## config.mk

```make
export PLATFORM = sky130hd
export DESIGN_NAME = fact_seq_ctrl
export DESIGN_NICKNAME = d
export VERILOG_FILES = /design/src/rtl/fact_seq_ctrl.sv
export SDC_FILE = /design/constraint.sdc
export NUM_CORES = 2
export LEC_CHECK = 0
export CORE_MARGIN = 2
export CORE_UTILIZATION = 66
export DETAILED_ROUTE_END_ITERATION = 10
export DONT_BUFFER_PORTS = 1
export GPL_TIMING_DRIVEN = 0
export PLACE_DENSITY_LB_ADDON = 0.25
export SLEW_MARGIN = 5
export SYNTH_ARGS = -nofsm -noshare
export SYNTH_HDL_FRONTEND = slang
export SYNTH_SLANG_ARGS = --single-unit
```

## constraint.sdc

```tcl
create_clock -name clk -period 28.2 [get_ports clk]
set_clock_uncertainty 0.15 [all_clocks]
set_input_delay 7.05 -clock clk [delete_from_list [all_inputs] [get_ports clk]]
set_output_delay 7.05 -clock clk [all_outputs]
set_load 0.02 [all_outputs]
```

## src/rtl/fact_seq_ctrl.sv

```systemverilog
// fact_seq_ctrl: iterative n! sequencer that drives an external 4x32 register
// file (R0 = down-counter, R1 = accumulator, R3 = result copy).
// Ports:
//   clk, rst        rising-edge clock, synchronous active-high reset
//   start, n        request and operand (start sampled only in IDLE)
//   busy, done      busy outside IDLE/DONE; done is a one-cycle pulse
//   result          registered low 32 bits of n!
//   overflow        sticky per run, set if any product exceeded 32 bits
//   rf_we/wa/wd     register file write port
//   rf_ra1/ra2      register file read addresses
//   rf_rd1/rd2      combinational register file read data
module fact_seq_ctrl #(
  parameter int N_WIDTH    = 5,
  parameter int DATA_WIDTH = 32
) (
  input  logic                  clk,
  input  logic                  rst,
  input  logic                  start,
  input  logic [N_WIDTH-1:0]    n,
  output logic                  busy,
  output logic                  done,
  output logic [DATA_WIDTH-1:0] result,
  output logic                  overflow,
  output logic                  rf_we,
  output logic [1:0]            rf_wa,
  output logic [DATA_WIDTH-1:0] rf_wd,
  output logic [1:0]            rf_ra1,
  output logic [1:0]            rf_ra2,
  input  logic [DATA_WIDTH-1:0] rf_rd1,
  input  logic [DATA_WIDTH-1:0] rf_rd2
);

  localparam logic [1:0] R_CNT = 2'd0;
  localparam logic [1:0] R_ACC = 2'd1;
  localparam logic [1:0] R_RES = 2'd3;

  typedef enum logic [2:0] {
    IDLE, INIT_CNT, INIT_ACC, CHECK, MUL, DEC, DONE_WR, DONE
  } state_t;

  state_t               state, state_nxt;
  logic [N_WIDTH-1:0]   n_q;
  logic [2*DATA_WIDTH-1:0] prod;

  // Full-width product so the upper half can flag overflow.
  assign prod = {{DATA_WIDTH{1'b0}}, rf_rd1} * {{DATA_WIDTH{1'b0}}, rf_rd2};

  assign busy = (state != IDLE) && (state != DONE);
  assign done = (state == DONE);

  always_ff @(posedge clk) begin
    if (rst) begin
      state    <= IDLE;
      n_q      <= '0;
      result   <= '0;
      overflow <= 1'b0;
    end else begin
      state <= state_nxt;
      if (state == IDLE && start) begin
        n_q      <= n;
        overflow <= 1'b0;
      end
      if (state == MUL && (prod[2*DATA_WIDTH-1:DATA_WIDTH] != '0))
        overflow <= 1'b1;
      if (state == DONE_WR)
        result <= rf_rd1;
    end
  end

  always_comb begin
    state_nxt = state;
    rf_we     = 1'b0;
    rf_wa     = '0;
    rf_wd     = '0;
    rf_ra1    = '0;
    rf_ra2    = '0;
    case (state)
      IDLE: if (start) state_nxt = INIT_CNT;
      INIT_CNT: begin
        rf_we     = 1'b1;
        rf_wa     = R_CNT;
        rf_wd     = DATA_WIDTH'(n_q);
        state_nxt = INIT_ACC;
      end
      INIT_ACC: begin
        rf_we     = 1'b1;
        rf_wa     = R_ACC;
        rf_wd     = DATA_WIDTH'(1);
        state_nxt = CHECK;
      end
      CHECK: begin
        rf_ra1    = R_CNT;
        state_nxt = (rf_rd1 <= DATA_WIDTH'(1)) ? DONE_WR : MUL;
      end
      MUL: begin
        rf_ra1    = R_ACC;
        rf_ra2    = R_CNT;
        rf_we     = 1'b1;
        rf_wa     = R_ACC;
        rf_wd     = prod[DATA_WIDTH-1:0];
        state_nxt = DEC;
      end
      DEC: begin
        rf_ra1    = R_CNT;
        rf_we     = 1'b1;
        rf_wa     = R_CNT;
        rf_wd     = rf_rd1 - DATA_WIDTH'(1);
        state_nxt = CHECK;
      end
      DONE_WR: begin
        rf_ra1    = R_ACC;
        rf_we     = 1'b1;
        rf_wa     = R_RES;
        rf_wd     = rf_rd1;
        state_nxt = DONE;
      end
      DONE:    state_nxt = IDLE;
      default: state_nxt = IDLE;
    endcase
  end

endmodule

```

==> results.cfg <==
[timing]
min_period_ns = 23.18
tns_ns = 0
setup_viol = 0
fmax_ghz = 0.0431
worstMarginPinSlew_ns = 1.48
rsz0062_at_grt = false
drv_slew = 0
fin_crit_sh = 0.822
hold_violations = 0
slew_headroom = 0.0143

[run_status]
status = finished, final reports clean

[drt]
wire_per_inst_um = 26.7
drc_errors = 0
antenna_left = 0
vias = 30300
first_pass_iters = 6
via_per_inst = 6.29
wl_mm = 129
dr.first_iter.drc_count = 3284

[worst_setup_path]
startpoint_type = input pin
crit_start = rf_rd1[14]
end_kind = output port
critPathMaxStageDelay_ns = 0.91
crit_required_ns = 21.00
crit_family = adder cells
critical_path_class = in -> out
crit_chain = clkbuf_1 -> clkbuf_1 -> and2_1 -> fa_1 -> fa_1 -> inv_1 -> fa_1 -> fa_1 -> inv_1 -> fa_1 -> fa_1 -> fa_1 -> fa_1 -> ha_1 -> nand2_1 -> nor4_2 -> nand3_1 -> o221ai_4 -> nor2_1 -> xor2_1 -> o21ai_0
cp_num_buf_inv = 4
crit_slowest_cell = clkbuf_1
crit_path_max_fanout = 10
r2r_start = state[2]
path_common_cell = fa_1
arrival_ns = 15.98

[clock_tree]
clk_path_buf_depth = 2
cts_buffers = 5
cts_sinks = 41
insertion_delay_ns = 0.30
cts_tree = yes
hold_buffers = 0
clk_pin_slew_ns = 0.06
cts_setup_buffers = 0
cts_resized = 0
cts_root_buffer = clkbuf_16
h-tree-depth = 2

[grt]
grt_use_total = 0.471
grt_pass1_vias = 32000
grt_max_degree = 16
grt_overflow_total = 0
grt_pass1_wl_mm = 195
antenna_found_initial = 10

[synth]
synthCells = 4088
yosysUniqueCellTypes = 92
synth.area.top_cells = fa_1 49%, and2_1 10%, ha_1 9.1%
yosysWarnings = 0
synth_top_area_frac = 0.493
avgSynthCellArea_um2 = 8.90
syn_area_mm2 = 0.0364
synth_seq_area_share = 0.0226
synth_edf_count = 0
ys.flop_type = dfxtp_1
synth-seq-cells = 41
async_reset_ff_frac = 0
synth_largest_area_cell = fa_1

[layout]
layout_common_cells = 896 x fa_1, 686 x inv_1, 610 x and2_1, 590 x nand2_1, 265 x ha_1
layout_commonest_cell = fa_1
area_delta_synth_final_pct = 2.92
fill_cells = 4549
stdcell_count = 4812
fin_util = 0.683
nets = 5330
drive_gt1_frac = 0.0176

[run]
cap_violations = 0

[placement]
gp_congestion = 1.03
portBuffers = 0
dp_hpwl_mm = 110
place_inst = 4794

[min_path]
hp-class = reg -> reg
min-delay-start = n_q[1]

[die]
floorplan.die.height_um = 239
ioPinCount = 146
die_area_mm2 = 0.0570
core_mm2 = 0.0548
rows = 86
start_util = 0.664
die_w_um = 239
path summary, 6_finish.rpt:
kind	to	slack [ns]	cells past startpoint
worst max-delay path	rf_wd[31]	5.02	21
worst min-delay path	n_q[1]	0.38	2
worst max register to register	overflow	24.38	10
worst min register to register	n_q[1]	0.38	2
cells by family after synthesis:
| family | synth area share |
|---|---|
| AND/OR/NAND/NOR | 0.207 |
| buffers and inverters | 0.103 |
| flip-flops | 0.0226 |
| AO/OA/AOI/OAI | 0.0682 |
| other | 0.000103 |
| XOR/XNOR | 0.0118 |
| adder cells (fa/ha/maj) | 0.584 |
| multiplexers | 0.00282 |
layout make-up:
cell class | instances | area [µm²] | share of cell area
Inverter | 686 | 2570 | 0.0688
Clock buffer | 5 | 125 | 0.00334
Sequential cell | 41 | 821 | 0.0219
Buffer | 294 | 1190 | 0.0318
Tap cell | 704 | 881 | 0.0235
Multi-Input combinational cell | 3069 | 31800 | 0.849
Antenna cell | 10 | 25.0 | 0.000669
Clock inverter | 3 | 25.0 | 0.000669
Yosys cell counts (all sizes together), types with 9 or more instances:
cell	count
a211oi	11
a21o	20
a21oi	133
a31oi	10
and2	610
and3	12
buf	42
clkbuf	252
dfxtp	41
fa	896
ha	265
inv	686
nand2	591
nand2b	10
nand3	24
nand4	28
nor2	95
nor2b	10
nor3	29
nor4	16
o21a	15
o21ai	94
o21bai	9
xnor2	31
xor2	18
metrics by stage:
| step | setup WS [ns] | instance area, µm² | hold slack, ns |
|---|---|---|---|
| 6_report | 5.02 | 37400 | 0.381 |
| 5_1_grt | 4.96 | 37400 | 0.395 |
| 4_1_cts | 5.28 | 37400 | 0.382 |
| 3_5_place_dp | 5.30 | 37300 | 0.366 |
| 3_3_place_gp | 5.33 | 37300 | 0.333 |
| 2_1_floorplan | 7.18 | 36400 | 0.310 |
tightest hold or removal path, stage by stage, from the launching register on:
cell and delay, ns:
dfxtp_1 0.35, mux2i_1 0.07, nor2_1 0.07
layer usage:
| metal | wire length (µm) | global-route usage | vias to the layer above | part of all wire |
|---|---|---|---|---|
| li1 | - | - | 12400 | - |
| met2 | 55500 | 0.702 | 2010 | 0.43 |
| met1 | 45200 | 0.592 | 15300 | 0.35 |
| met4 | 11800 | 0.329 | 10 | 0.092 |
| met3 | 16200 | 0.139 | 575 | 0.13 |
| met5 | 83 | 0 | - | 0.00065 |
state kept, by name, indices dropped and copies added (netlist names):
signal	count
result	32
n_q	5
state	3
overflow	1
Power is left out: the tool's default activity adds up to more than one toggle a clock period on the data nets, which glitch-free logic cannot reach.
